$ cat src/rtl/pipe_muldiv_if.sv
// Handshake/data bundle between the EXE stage and the multiply/divide unit.
// The pipeline side is the master; the arithmetic unit is the slave.
interface pipe_muldiv_if #(
   parameter int WIDTH = 32
);
   logic             start;
   logic [1:0]       op;
   logic [WIDTH-1:0] a;
   logic [WIDTH-1:0] b;
   logic             rd_hilo;
   logic             wr_hi;
   logic             wr_lo;
   logic [WIDTH-1:0] wdata;
   logic [WIDTH-1:0] hi;
   logic [WIDTH-1:0] lo;
   logic             busy;
   logic             done;
   logic             stall;

   modport master (
      output start, op, a, b, rd_hilo, wr_hi, wr_lo, wdata,
      input  hi, lo, busy, done, stall
   );

   modport slave (
      input  start, op, a, b, rd_hilo, wr_hi, wr_lo, wdata,
      output hi, lo, busy, done, stall
   );
endinterface

$ cat src/rtl/pipe_muldiv.sv
// Iterative radix-2 multiply/divide unit with architectural HI/LO registers.
// op: 00 MULT, 01 MULTU, 10 DIV, 11 DIVU. Every operation takes exactly
// WIDTH iterations; signs are stripped at issue and re-applied on writeback.
module pipe_muldiv #(
   parameter int WIDTH = 32,
   parameter int CNT_W = 5
) (
   input logic          clock,
   input logic          reset,
   pipe_muldiv_if.slave bus
);

   typedef enum logic {IDLE, RUN} state_t;

   state_t               state_q, state_d;
   logic [CNT_W-1:0]     cnt_q, cnt_d;
   logic [WIDTH-1:0]     hi_q, hi_d;
   logic [WIDTH-1:0]     lo_q, lo_d;
   logic                 done_q, done_d;

   // Datapath state: r holds {remainder/acc, quotient/multiplier}.
   logic [1:0]           op_q, op_d;
   logic [2*WIDTH-1:0]   r_q, r_d;
   logic [WIDTH-1:0]     m_q, m_d;
   logic [WIDTH-1:0]     a_q, a_d;
   logic                 qneg_q, qneg_d;
   logic                 rneg_q, rneg_d;
   logic                 dz_q, dz_d;

   logic                 sgn_in;
   logic [WIDTH-1:0]     a_abs, b_abs;
   logic [WIDTH:0]       mul_sum;
   logic [WIDTH:0]       rem_sh;
   logic [WIDTH:0]       div_diff;
   logic [2*WIDTH-1:0]   r_step;
   logic [2*WIDTH-1:0]   prod;
   logic [WIDTH-1:0]     res_hi, res_lo;

   function automatic logic [WIDTH-1:0] abs_op(input logic signed [WIDTH-1:0] v,
                                                input logic sgn);
      return (sgn && v < 0) ? $unsigned(-v) : $unsigned(v);
   endfunction

   function automatic logic [WIDTH-1:0] neg_w(input logic [WIDTH-1:0] v, input logic en);
      return en ? (~v + WIDTH'(1)) : v;
   endfunction

   function automatic logic [2*WIDTH-1:0] neg_2w(input logic [2*WIDTH-1:0] v, input logic en);
      return en ? (~v + (2*WIDTH)'(1)) : v;
   endfunction

   assign sgn_in = ~bus.op[0];
   assign a_abs  = abs_op(bus.a, sgn_in);
   assign b_abs  = abs_op(bus.b, sgn_in);

   // One iteration step and the sign-corrected writeback values.
   always_comb begin
      mul_sum  = {1'b0, r_q[2*WIDTH-1:WIDTH]} + (r_q[0] ? {1'b0, m_q} : '0);
      rem_sh   = r_q[2*WIDTH-1:WIDTH-1];
      div_diff = rem_sh - {1'b0, m_q};
      if (op_q[1]) begin
         if (div_diff[WIDTH])
            r_step = {rem_sh[WIDTH-1:0], r_q[WIDTH-2:0], 1'b0};
         else
            r_step = {div_diff[WIDTH-1:0], r_q[WIDTH-2:0], 1'b1};
      end else begin
         r_step = {mul_sum, r_q[WIDTH-1:1]};
      end
      prod = neg_2w(r_step, qneg_q);
      if (!op_q[1]) begin
         res_hi = prod[2*WIDTH-1:WIDTH];
         res_lo = prod[WIDTH-1:0];
      end else if (dz_q) begin
         res_hi = a_q;
         res_lo = '1;
      end else begin
         res_hi = neg_w(r_step[2*WIDTH-1:WIDTH], rneg_q);
         res_lo = neg_w(r_step[WIDTH-1:0], qneg_q);
      end
   end

   // Next-state: issue/MTHI/MTLO in IDLE, iterate and write back in RUN.
   always_comb begin
      state_d = state_q;
      cnt_d   = cnt_q;
      hi_d    = hi_q;
      lo_d    = lo_q;
      done_d  = 1'b0;
      op_d    = op_q;
      r_d     = r_q;
      m_d     = m_q;
      a_d     = a_q;
      qneg_d  = qneg_q;
      rneg_d  = rneg_q;
      dz_d    = dz_q;
      case (state_q)
         IDLE: begin
            if (bus.start) begin
               op_d   = bus.op;
               a_d    = bus.a;
               qneg_d = sgn_in & (bus.a[WIDTH-1] ^ bus.b[WIDTH-1]);
               rneg_d = sgn_in & bus.a[WIDTH-1];
               dz_d   = bus.op[1] & (bus.b == '0);
               if (bus.op[1]) begin
                  m_d = b_abs;
                  r_d = {{WIDTH{1'b0}}, a_abs};
               end else begin
                  m_d = a_abs;
                  r_d = {{WIDTH{1'b0}}, b_abs};
               end
               cnt_d   = '0;
               state_d = RUN;
            end else begin
               // MTHI/MTLO only land when no operation is being issued.
               if (bus.wr_hi) hi_d = bus.wdata;
               if (bus.wr_lo) lo_d = bus.wdata;
            end
         end
         RUN: begin
            r_d   = r_step;
            cnt_d = cnt_q + CNT_W'(1);
            if (cnt_q == CNT_W'(WIDTH-1)) begin
               state_d = IDLE;
               cnt_d   = '0;
               done_d  = 1'b1;
               hi_d    = res_hi;
               lo_d    = res_lo;
            end
         end
         default: state_d = IDLE;
      endcase
   end

   // Control and architectural registers; reset aborts any operation.
   always_ff @(posedge clock) begin
      if (reset) begin
         state_q <= IDLE;
         cnt_q   <= '0;
         hi_q    <= '0;
         lo_q    <= '0;
         done_q  <= 1'b0;
      end else begin
         state_q <= state_d;
         cnt_q   <= cnt_d;
         hi_q    <= hi_d;
         lo_q    <= lo_d;
         done_q  <= done_d;
      end
   end

   // Internal operand/partial registers; always reloaded on issue.
   always_ff @(posedge clock) begin
      op_q   <= op_d;
      r_q    <= r_d;
      m_q    <= m_d;
      a_q    <= a_d;
      qneg_q <= qneg_d;
      rneg_q <= rneg_d;
      dz_q   <= dz_d;
   end

   assign bus.hi    = hi_q;
   assign bus.lo    = lo_q;
   assign bus.busy  = (state_q == RUN);
   assign bus.done  = done_q;
   assign bus.stall = (state_q == RUN) & (bus.start | bus.rd_hilo | bus.wr_hi | bus.wr_lo);

endmodule

$ cat src/flat_wrapper.sv
// flat-port wrapper written by rule: the top's interface ports become plain ports
module pipe_muldiv_flat 
#(
   parameter int WIDTH = 32,
   parameter int CNT_W = 5
)
  (clock, reset, bus_start, bus_op, bus_a, bus_b, bus_rd_hilo, bus_wr_hi, bus_wr_lo, bus_wdata, bus_hi, bus_lo, bus_busy, bus_done, bus_stall);
  pipe_muldiv_if #(.WIDTH(WIDTH)) bus_i ();
  input logic clock;
  input logic reset;
  input wire logic [$bits(bus_i.start)-1:0] bus_start;
  input wire logic [$bits(bus_i.op)-1:0] bus_op;
  input wire logic [$bits(bus_i.a)-1:0] bus_a;
  input wire logic [$bits(bus_i.b)-1:0] bus_b;
  input wire logic [$bits(bus_i.rd_hilo)-1:0] bus_rd_hilo;
  input wire logic [$bits(bus_i.wr_hi)-1:0] bus_wr_hi;
  input wire logic [$bits(bus_i.wr_lo)-1:0] bus_wr_lo;
  input wire logic [$bits(bus_i.wdata)-1:0] bus_wdata;
  output wire logic [$bits(bus_i.hi)-1:0] bus_hi;
  output wire logic [$bits(bus_i.lo)-1:0] bus_lo;
  output wire logic [$bits(bus_i.busy)-1:0] bus_busy;
  output wire logic [$bits(bus_i.done)-1:0] bus_done;
  output wire logic [$bits(bus_i.stall)-1:0] bus_stall;
  assign bus_i.start = bus_start;
  assign bus_i.op = bus_op;
  assign bus_i.a = bus_a;
  assign bus_i.b = bus_b;
  assign bus_i.rd_hilo = bus_rd_hilo;
  assign bus_i.wr_hi = bus_wr_hi;
  assign bus_i.wr_lo = bus_wr_lo;
  assign bus_i.wdata = bus_wdata;
  assign bus_hi = bus_i.hi;
  assign bus_lo = bus_i.lo;
  assign bus_busy = bus_i.busy;
  assign bus_done = bus_i.done;
  assign bus_stall = bus_i.stall;
  pipe_muldiv #(.WIDTH(WIDTH), .CNT_W(CNT_W)) u_core (.clock(clock), .reset(reset), .bus(bus_i));
endmodule
$ cat config.mk
export PLATFORM = sky130hd
export DESIGN_NAME = pipe_muldiv_flat
export DESIGN_NICKNAME = d
export VERILOG_FILES = /design/src/rtl/pipe_muldiv_if.sv /design/src/rtl/pipe_muldiv.sv /design/src/flat_wrapper.sv
export SDC_FILE = /design/constraint.sdc
export NUM_CORES = 1
export LEC_CHECK = 0
export ABC_AREA = 0
export CAP_MARGIN = 20
export CORE_ASPECT_RATIO = 1.1
export CORE_UTILIZATION = 41
export CTS_CLUSTER_SIZE = 14
export DETAILED_ROUTE_END_ITERATION = 16
export DONT_BUFFER_PORTS = 1
export RECOVER_POWER = 100
export SKIP_CTS_REPAIR_TIMING = 1
export SLEW_MARGIN = 30
export SYNTH_ARGS = -nofsm -noshare
export SYNTH_HDL_FRONTEND = slang
export SYNTH_SLANG_ARGS = --single-unit
$ cat constraint.sdc
create_clock -name clock -period 8.25 [get_ports clock]
set_input_delay 1.2375 -clock clock [delete_from_list [all_inputs] [get_ports clock]]
set_output_delay 1.2375 -clock clock [all_outputs]
set_load 0.05 [all_outputs]
==> qor.log, run 1 <==
[run_status] outcome finished with violations
[run_status] violations in the final reports capacitance limit, slew limit
[pwr] clock group share of total power 28.3%
[timing] Final Slew Violations 317
[final_layout] number of cells in the finished layout apart from fillers 2713
[synthesis] share of flip-flops with an asynchronous set or reset after synthesis 0%
[placement] input/output buffers 0
[placement] final HPWL from detailed placement 55500 um
[die] number of rows created at floorplan 79
[synthesis] top cells by instance count after synthesis 247 x sky130_fd_sc_hd__nor2_1, 214 x sky130_fd_sc_hd__nand2_1, 202 x sky130_fd_sc_hd__a21oi_1, 141 x sky130_fd_sc_hd__o21ai_0, 132 x sky130_fd_sc_hd__edfxtp_1
[pwr] Sw Share 41.1%
[pwr] power density over the cells 227 mW/mm^2
[pwr] sw power 1.77 mW
[clock_tree] buffer type at the clock tree root sky130_fd_sc_hd__clkbuf_16
[routing] wirelength, routed 71100 um
[final_layout] Synth-to-Final Area Change 7.37%
[synthesis] Yosys warnings 0
[die] chip height 220 um
[synthesis] count leader, synth sky130_fd_sc_hd__nor2_1
[placement] GP Congestion 0.976
[timing] Achievable Freq 133 MHz
[global_routing] total routing usage reported by global routing 31.6%
[timing] Hold Fails Final Rpt 0
[clock_tree] largest buffer count on any clock path 3
[synthesis] post-synthesis area per instance 8.03 sq um
[synthesis] fraction of the yosys area taken by sequential cells 30.5%
[synthesis] net count after synthesis 2373
[synthesis] cell types occupying the most area after synthesis sky130_fd_sc_hd__edfxtp_1 22%, sky130_fd_sc_hd__dfxtp_1 8.1%, sky130_fd_sc_hd__a21oi_1 5.7%, sky130_fd_sc_hd__mux2i_1 5.7%, sky130_fd_sc_hd__nor2_1 5.3%
[placement] post-placement setup slack 1.16 ns
[synthesis] number of enable-type register cells in the synthesized netlist 132
[worst_setup_path] critical path endpoint category flip-flop
[routing] first-pass iteration count of the detailed router 5
[clock_tree] clock network latency to the later pin of the worst-skew pair 0.54 ns
[timing] unrepaired setup endpoints after global routing no
[final_layout] number of nets in the layout 2302
[die] initial standard-cell utilization of the core 41.6%
[worst_setup_path] Arrival @ worst endpoint 7.97 ns
[die] Die Outline Area 0.0438 sq mm
[clock_tree] number of clock sinks 203
[clock_tree] CTS H-Tree Depth 1
[routing] ANT nets after route 0
[synthesis] number of instances in the synthesized netlist 2197
[global_routing] GR Overflow Total 0
[pwr] leak pwr 7.02 nW
[pwr] final total power 4.31 mW
[job] number of violations of the max-capacitance limit 7
[global_routing] vias in the first global route 16067
[synthesis] Synth cell types 83
[synthesis] largest area contributor in the synthesized netlist sky130_fd_sc_hd__edfxtp_1
[timing] Period Utilization, post-route 91.2%
[pwr] Max VDD drop 0.159 mV
[timing] Fin Clk Skew 0.0128 ns
[routing] overall via count from detail_route 17469
[synthesis] summed instance area of the synthesized netlist 0.0176 sq mm
[timing] post-route worst setup slack 0.723 ns
[global_routing] global-route wire length before repair 103000 um
[worst_setup_path] CP Class flip-flop to flip-flop
[die] core outline area 0.0424 sq mm
[worst_setup_path] highest net fanout along the worst path 18
[pwr] register share of total power 32.1%
[final_layout] fraction of layout cells with a size suffix above 1 3.68%
[timing] final setup vio count 0
[die] number of I/O pins 171
[global_routing] antenna violations before repair 5
[routing] drt initial violations 1874
[timing] Total Neg Setup Slack 0 ns
[timing] Period minus WS final 7.53 ns
[pwr] Internal Power 2.53 mW
[synthesis] flop and latch count out of synthesis 203
[clock_tree] CTS Buf Count 25
[synthesis] top cell type's share of synthesized area 22.5%
[placement] dpl cells 2664
[clock_tree] CTS tree yes
[worst_setup_path] Startpoint Class flip-flop
[die] DIE WIDTH 200 um
[routing] number of design rule violations left after detail routing 0
[global_routing] largest net degree at the start of global routing 164
[clock_tree] Reg clk slew, reported paths 0.06 ns
[synthesis] main flop type after synthesis sky130_fd_sc_hd__edfxtp_1
[pwr] fraction of power consumed by combinational cells 39.5%
[routing] via density per instance 6.44
[timing] Rel. slew slack -95.0%
[worst_setup_path] Required @ worst endpoint 8.70 ns
[routing] average wire length per cell after detail routing 26.2 um
[final_layout] Fill cells 4290
[timing] slew at the pin closest to its max-slew limit 2.93 ns
[min_path] path category of the worst min-delay check flip-flop to flip-flop
-- flip-flops by register name, summed over array words and instances, names as in the netlist, 5 cells and up --
| signal | count |
|---|---|
| u_core.cnt_q | 5 |
| u_core.bus.hi | 32 |
| u_core.r_q | 64 |
| u_core.a_q | 32 |
| u_core.bus.lo | 32 |
| u_core.m_q | 32 |
-- area by class of cell --
cell class / instances / area [sq um] / area share (%)
clock buffers: 33 / 707 / 3.73
diodes: 1 / 2.50 / 0.0132
well taps: 567 / 709 / 3.75
clock inverters: 13 / 201 / 1.06
inverters: 65 / 244 / 1.29
multi-input cells: 1805 / 11500 / 60.8
flip-flops and latches: 203 / 5390 / 28.4
repair buffers: 26 / 166 / 0.879
-- power by group through the flow --
| stage | logic, mW | registers [mW] | clock network (mW) |
|---|---|---|---|
| finish | 1.70 | 1.38 | 1.22 |
| global route | 1.82 | 1.39 | 1.26 |
| CTS | 1.67 | 1.38 | 1.22 |
| detailed placement | 1.66 | 1.40 | 0 |
| global placement | 1.66 | 1.40 | 0 |
| floorplan | 1.17 | 1.35 | 0 |
-- worst max-delay path, stage by stage, from the launching register on --
cell and delay (ns):
sky130_fd_sc_hd__edfxtp_1 0.40, sky130_fd_sc_hd__inv_1 0.06, sky130_fd_sc_hd__ha_1 0.19, sky130_fd_sc_hd__inv_1 0.07, sky130_fd_sc_hd__fa_1 0.28, sky130_fd_sc_hd__a211oi_1 0.12
sky130_fd_sc_hd__o211ai_1 0.53, sky130_fd_sc_hd__a211o_1 0.32, sky130_fd_sc_hd__and3_1 0.43, sky130_fd_sc_hd__o21ai_2 0.36, sky130_fd_sc_hd__nand2_1 0.22, sky130_fd_sc_hd__nor2_1 0.06
sky130_fd_sc_hd__a21oi_1 0.24, sky130_fd_sc_hd__ha_1 0.22, sky130_fd_sc_hd__o21ai_0 0.23, sky130_fd_sc_hd__or4_1 0.60, sky130_fd_sc_hd__or4_4 0.53, sky130_fd_sc_hd__or4_1 0.61
sky130_fd_sc_hd__or3_1 0.63, sky130_fd_sc_hd__or4_4 0.55, sky130_fd_sc_hd__o21ai_1 0.16, sky130_fd_sc_hd__xor2_1 0.09, sky130_fd_sc_hd__a21oi_1 0.17, sky130_fd_sc_hd__o21ai_1 0.10
sky130_fd_sc_hd__a311oi_1 0.25
-- cells in the final DEF (no fill, tap or decap), types with 60 or more instances in the layout --
| cell type | netlist | layout |
|---|---|---|
| sky130_fd_sc_hd__xor2_1 | 76 | 76 |
| sky130_fd_sc_hd__mux2i_1 | 100 | 100 |
| sky130_fd_sc_hd__a21oi_1 | 202 | 201 |
| sky130_fd_sc_hd__nand2_1 | 214 | 214 |
| sky130_fd_sc_hd__xnor2_1 | 105 | 105 |
| sky130_fd_sc_hd__nor2_1 | 247 | 247 |
| sky130_fd_sc_hd__inv_1 | 61 | 60 |
| sky130_fd_sc_hd__edfxtp_1 | 132 | 132 |
| sky130_fd_sc_hd__ha_1 | 70 | 70 |
| sky130_fd_sc_hd__o21ai_0 | 141 | 146 |
| sky130_fd_sc_hd__dfxtp_1 | 71 | 71 |
-- stage by stage --
step	hold WS (ns)	area (sq um)	util, %
6_report	0.484	18900	44.6
5_1_grt	0.538	18900	44.6
4_1_cts	0.484	19000	44.7
3_5_place_dp	0.476	18100	42.6
3_3_place_gp	0.471	18100	42.6
2_1_floorplan	0.459	17600	-
-- cell families (layout without fill, tap and decap cells) --
| kind of cell | Yosys count | count (layout) | synth area share, % |
|---|---|---|---|
| AO/OA/AOI/OAI | 663 | 663 | 24.0 |
| other | 0 | 1 | 0 |
| multiplexers | 106 | 106 | 6.07 |
| XOR/XNOR | 181 | 181 | 8.99 |
| AND/OR/NAND/NOR | 783 | 783 | 21.1 |
| adder cells (fa/ha/maj) | 72 | 72 | 5.19 |
| buffers and inverters | 189 | 137 | 4.13 |
| flip-flops | 203 | 203 | 30.5 |
-- routing by layer --
layer	GRT usage, %	routed length (um)
met1	40.2	28200
met2	52.2	33100
met3	5.66	6130
met4	13.5	3570
met5	0	31
-- path summary, 6_finish.rpt --
kind                                 startpoint                end  slack (ns)  depth (start not counted)
worst max-delay path             u_core.r_q[31]  u_core.bus.hi[10]        0.72                         24
worst min-delay path            u_core.cnt_q[3]    u_core.cnt_q[3]        0.48                          2
worst max register to register   u_core.r_q[31]  u_core.bus.hi[10]        0.72                         24
worst min register to register  u_core.cnt_q[3]    u_core.cnt_q[3]        0.48                          2
No activity file was read; power rests on OpenSTA's default activity.
==> run 2, diff against run 1 <==
- clock period: 8.25 -> 8.3 ns (I/O delays scaled with it)
==> run 2 against run 1 <==
Effect of this change:
- the flow still finishes with violations (capacitance limit, slew limit)
- combinational power is essentially flat
- wire length grew 1.3%
- setup slack gained 0.12 ns
- maximum frequency grew 0.98%
- final cell count is essentially flat
- die area is the same
- sequential power is essentially flat
- global-route usage grew 0.68 points
- via count shrank 0.30%
- non-clock buffer count shrank 1
- critical path type unchanged
==> qor.log, run 2 (same netlist as run 1, synthesis figures left out) <==
[placement] GP Congestion 0.980
[timing] slew at the pin closest to its max-slew limit 4.17 ns
[timing] Achievable Freq 134 MHz
[final_layout] area of all placed cells without fillers 0.0189 sq mm
[timing] final setup vio count 0
[clock_tree] Reg clk slew, reported paths 0.06 ns
[run_status] violations in the final reports capacitance limit, slew limit
[timing] Final Slew Violations 349
[clock_tree] CTS H-Tree Depth 1
[routing] drt initial violations 1698
[global_routing] antenna violations before repair 4
[worst_setup_path] Required @ worst endpoint 8.78 ns
[placement] dpl cells 2665
[routing] average wire length per cell after detail routing 26.5 um
[timing] Fin Clk Skew 0.0277 ns
[pwr] power density over the cells 225 mW/mm^2
[die] initial standard-cell utilization of the core 41.6%
[clock_tree] clock network latency to the later pin of the worst-skew pair 0.58 ns
[timing] Rel. slew slack -178%
[worst_setup_path] largest stage delay on the critical path 0.60 ns
[final_layout] multi-input logic area 0.0115 sq mm
[worst_setup_path] CP Class flip-flop to flip-flop
[global_routing] largest net degree at the start of global routing 164
[min_path] path category of the worst min-delay check flip-flop to flip-flop
[routing] ANT nets after route 0
[final_layout] max FFs per register 64
[final_layout] most frequent standard cell in the layout excluding fill and tap cells sky130_fd_sc_hd__nor2_1
[die] number of rows created at floorplan 79
[routing] number of design rule violations left after detail routing 0
[final_layout] area taken by flip-flops and latches 0.00539 sq mm
[timing] Total Neg Setup Slack 0 ns
[timing] unrepaired setup endpoints after global routing no
[final_layout] fraction of layout cells with a size suffix above 1 3.68%
[worst_setup_path] Arrival @ worst endpoint 7.94 ns
[worst_setup_path] Startpoint Class flip-flop
[final_layout] most frequent cells in the layout 247 x sky130_fd_sc_hd__nor2_1, 213 x sky130_fd_sc_hd__nand2_1, 201 x sky130_fd_sc_hd__a21oi_1, 146 x sky130_fd_sc_hd__o21ai_0, 132 x sky130_fd_sc_hd__edfxtp_1
[final_layout] most flop-heavy register u_core.r_q
[global_routing] GR Overflow Total 0
[final_layout] Synth-to-Final Area Change 7.11%
[die] core outline area 0.0424 sq mm
[pwr] leak pwr 7.00 nW
[placement] post-place instance area 0.0181 sq mm
[clock_tree] number of clock sinks 203
[final_layout] number of cells in the finished layout apart from fillers 2714
[routing] overall via count from detail_route 17417
[global_routing] global-route met2 utilization 54.2%
[clock_tree] CTS Buf Count 26
[clock_tree] buffer type at the clock tree root sky130_fd_sc_hd__clkbuf_16
[run_status] outcome finished with violations
[worst_setup_path] Worst path most repeated cell sky130_fd_sc_hd__or4_1
[clock_tree] largest buffer count on any clock path 3
[worst_setup_path] critical path endpoint category flip-flop
[worst_setup_path] cell with the largest stage delay on the worst path sky130_fd_sc_hd__or4_1
[final_layout] Fill cells 4249
[placement] input/output buffers 0
[global_routing] met1 Use GR 40.2%
[pwr] Max VDD drop 0.202 mV
[die] number of I/O pins 171
[timing] Hold Fails Final Rpt 0
[final_layout] number of nets in the layout 2302
[global_routing] met3 track utilization from global routing 5.56%
[routing] first-pass iteration count of the detailed router 5
[die] Die Outline Area 0.0438 sq mm
[placement] final HPWL from detailed placement 55900 um
[worst_setup_path] highest net fanout along the worst path 12
[global_routing] total routing usage reported by global routing 32.3%
[global_routing] layer with the highest usage after global routing met2
[die] chip height 220 um
[global_routing] global-route wire length before repair 105000 um
[die] DIE WIDTH 200 um
[worst_setup_path] series of cell instances along the critical path inv_1 > ha_1 > inv_1 > fa_1 > a211oi_1 > o211ai_1 > a211o_1 > nand3_1 > nand3_1 > nand2_1 > nor2_1 > a21oi_1 > ha_1 > o21ai_0 > or4_1 > or4_1 > or4_1 > or3_1 > or4_1 > o21ai_1 > xor2_1 > a21oi_1 > o21ai_1 > a311oi_1
[timing] Period minus WS final 7.45 ns
[job] number of violations of the max-capacitance limit 7
[routing] wirelength, routed 72000 um
[global_routing] vias in the first global route 16442
[clock_tree] CTS tree yes
[timing] Period Utilization, post-route 89.8%
[routing] via density per instance 6.42
## run 2: routing by layer
metal	vias up	routed length [um]	share of wire [%]
met1	8455	28400	39
li1	7989	-	-
met2	817	34000	47
met5	-	13	0.018
met4	2	3590	5.0
met3	154	5990	8.3
## run 2: cell type report
cell class | instances | share of cell area [%]
Sequential cell | 203 | 28.5
Clock buffer | 35 | 3.97
Multi-Input combinational cell | 1805 | 60.9
Timing Repair Buffer | 25 | 0.821
Tap cell | 567 | 3.76
Clock inverter | 12 | 0.696
Inverter | 65 | 1.29
Antenna cell | 2 | 0.0265
## run 2: worst paths after layout
path                                       from  depth (start not counted)                 to  slack (ns)
worst max-delay path             u_core.r_q[31]                         24  u_core.bus.hi[10]        0.85
worst max register to register   u_core.r_q[31]                         24  u_core.bus.hi[10]        0.85
worst min-delay path            u_core.cnt_q[3]                          2    u_core.cnt_q[3]        0.48
worst min register to register  u_core.cnt_q[3]                          2    u_core.cnt_q[3]        0.48
## run 2: critical path: cells and delay by family, from the launching register on
kind                       cells  cell delay, ns
xor gates and xnor gates       1            0.09
DFF                            1            0.43
adders and majority gates      3            0.85
AOI/OAI and AO/OA              9            2.27
buffers and inverters          2            0.13
and+or+nand+nor                9            3.61
## run 2: through the flow
stage / utilization (%) / hold slack, ns / setup slack (ns) / total power, mW
after global routing: 44.5 / 0.527 / 0.478 / 4.43
after global placement: 42.6 / 0.468 / 1.41 / 3.04
after detailed placement: 42.6 / 0.477 / 1.31 / 3.05
after floorplan: - / 0.459 / 1.96 / 2.51
after CTS: 44.7 / 0.486 / 1.30 / 4.22
final: 44.5 / 0.482 / 0.846 / 4.26
## run 2: where the power goes
part,total (mW),switching (mW),internal [mW]
Sequential,1.38,0.178,1.20
Clock,1.18,0.487,0.698
Combinational,1.69,1.13,0.564
Total,4.26,1.79,2.46
==> run 3, diff against run 2 <==
- clock period: 8.3 -> 8.9 ns (I/O delays scaled with it)
==> run 3 against run 2 <==
Effect of this change:
- the flow still finishes with violations (capacitance limit, slew limit)
- power shrank 9.7%
- flip-flop and latch count is the same
- utilization shrank 0.21 points
- global-route usage shrank 0.76 points
- register-to-register slack gained 0.40 ns
- via count grew 0.19%
- non-clock buffer count grew 1
- maximum frequency shrank 2.6%
- setup slack gained 0.40 ns
- design area shrank 0.47%
- sequential power shrank 7%
- critical endpoint is now u_core.bus.hi[21]
- largest power group unchanged
==> qor.log, run 3 (same netlist as run 1, synthesis figures left out) <==
[die] core outline area 0.0424 sq mm
[min_path] path category of the worst min-delay check flip-flop to flip-flop
[worst_setup_path] CP Class flip-flop to flip-flop
[worst_setup_path] Arrival @ worst endpoint 8.13 ns
[final_layout] fraction of layout cells with a size suffix above 1 3.73%
[die] chip height 220 um
[worst_setup_path] Startpoint Class flip-flop
[final_layout] number of nets in the layout 2302
[routing] wirelength, routed 70500 um
[global_routing] global-route wire length before repair 103000 um
[routing] ANT nets after route 0
[routing] number of design rule violations left after detail routing 0
[routing] overall via count from detail_route 17450
[die] Die Outline Area 0.0438 sq mm
[routing] average wire length per cell after detail routing 26.0 um
[worst_setup_path] critical path endpoint category flip-flop
[clock_tree] buffer type at the clock tree root sky130_fd_sc_hd__clkbuf_16
[timing] final setup vio count 0
[placement] final HPWL from detailed placement 55300 um
[timing] final hold slack 0.501 ns
[die] initial standard-cell utilization of the core 41.6%
[routing] first-pass iteration count of the detailed router 5
[routing] drt initial violations 1802
[timing] Achievable Freq 131 MHz
[run_status] violations in the final reports capacitance limit, slew limit
[clock_tree] Reg clk slew, reported paths 0.06 ns
[timing] Rel. slew slack -189%
[clock_tree] clock network latency to the later pin of the worst-skew pair 0.56 ns
[timing] Final Slew Violations 349
[global_routing] GR Overflow Total 0
[final_layout] Fill cells 4268
[die] number of I/O pins 171
[final_layout] multi-input logic area 0.0115 sq mm
[clock_tree] largest buffer count on any clock path 3
[timing] Period minus WS final 7.65 ns
[global_routing] antenna violations before repair 7
[timing] Period Utilization, post-route 86.0%
[final_layout] most flop-heavy register u_core.r_q
[final_layout] area taken by flip-flops and latches 0.00539 sq mm
[timing] Fin Clk Skew 0.0265 ns
[run_status] outcome finished with violations
[placement] GP Congestion 0.975
[clock_tree] CTS tree yes
[final_layout] max FFs per register 64
[placement] input/output buffers 0
[placement] dpl cells 2666
[final_layout] most frequent standard cell in the layout excluding fill and tap cells sky130_fd_sc_hd__nor2_1
[global_routing] total routing usage reported by global routing 31.5%
[die] number of rows created at floorplan 79
[timing] Total Neg Setup Slack 0 ns
[worst_setup_path] series of cell instances along the critical path clkbuf_1 > clkbuf_1 > nand2_1 > nor2_1 > nand2_1 > a211oi_1 > a2111oi_0 > a211oi_1
[timing] slew at the pin closest to its max-slew limit 4.33 ns
[final_layout] most frequent cells in the layout 247 x sky130_fd_sc_hd__nor2_1, 214 x sky130_fd_sc_hd__nand2_1, 202 x sky130_fd_sc_hd__a21oi_1, 144 x sky130_fd_sc_hd__o21ai_0, 132 x sky130_fd_sc_hd__edfxtp_1
[pwr] power density over the cells 204 mW/mm^2
[routing] via density per instance 6.43
[global_routing] largest net degree at the start of global routing 116
[clock_tree] number of clock sinks 203
[timing] unrepaired setup endpoints after global routing no
[final_layout] Synth-to-Final Area Change 6.61%
[pwr] Max VDD drop 0.129 mV
[pwr] leak pwr 6.98 nW
[timing] Hold Fails Final Rpt 0
[job] number of violations of the max-capacitance limit 6
[die] DIE WIDTH 200 um
[worst_setup_path] Required @ worst endpoint 9.37 ns
[pwr] final total power 3.84 mW
[global_routing] vias in the first global route 16328
[final_layout] number of cells in the finished layout apart from fillers 2712
[worst_setup_path] largest stage delay on the critical path 2.75 ns
[clock_tree] CTS H-Tree Depth 1
[worst_setup_path] cell with the largest stage delay on the worst path sky130_fd_sc_hd__clkbuf_1
[worst_setup_path] highest net fanout along the worst path 76
[clock_tree] CTS Buf Count 25
[final_layout] end-of-flow core utilization 44.3%
run 3: changes by cell type in the layout (fill, tap and decap cells not counted), sizes merged:
cell and change:
buf +2, bufinv -2, clkbuf -5, clkinv +7
clkinvlp -2, diode -1, inv -1
run 3: layout make-up:
type                    count  share of cell area (%)
well taps                 567                    3.77
clock buffers              31                    3.67
repair buffers             26                   0.932
clock inverters            14                   0.399
inverters                  65                    1.30
flip-flops and latches    203                    28.6
diodes                      1                  0.0133
multi-input cells        1805                    61.3
run 3: final timing paths:
check	from	to	slack [ns]	cells past startpoint
worst max-delay path	u_core.bus.busy	u_core.bus.hi[21]	1.25	8
worst min-delay path	u_core.cnt_q[3]	u_core.cnt_q[3]	0.50	2
worst max register to register	u_core.bus.busy	u_core.bus.hi[21]	1.25	8
worst min register to register	u_core.cnt_q[3]	u_core.cnt_q[3]	0.50	2
run 3: critical path: cells and delay by family, from the launching register on:
kind / cells / cell delay [ns]
AOI/OAI and AO/OA: 3 / 0.65
buffers and inverters: 2 / 5.21
DFF: 1 / 0.33
and+or+nand+nor: 3 / 1.32
run 3: power by group:
| group | internal, mW | total (mW) | switching, mW |
|---|---|---|---|
| registers | 1.12 | 1.28 | 0.165 |
| clock network | 0.551 | 0.986 | 0.435 |
| logic | 0.528 | 1.57 | 1.04 |
run 3: per-layer routing:
layer	routed length [um]	track usage, %
met3	6550	6.73
met2	33300	52.8
met1	27100	38.5
met4	3580	14.2
met5	61	0
run 3: through the flow:
step | area (sq um) | setup slack, ns
CTS | 18800 | 1.87
global placement | 18100 | 1.98
global route | 18800 | 0.716
detailed placement | 18100 | 1.89
finish | 18800 | 1.25
floorplan | 17600 | 2.56
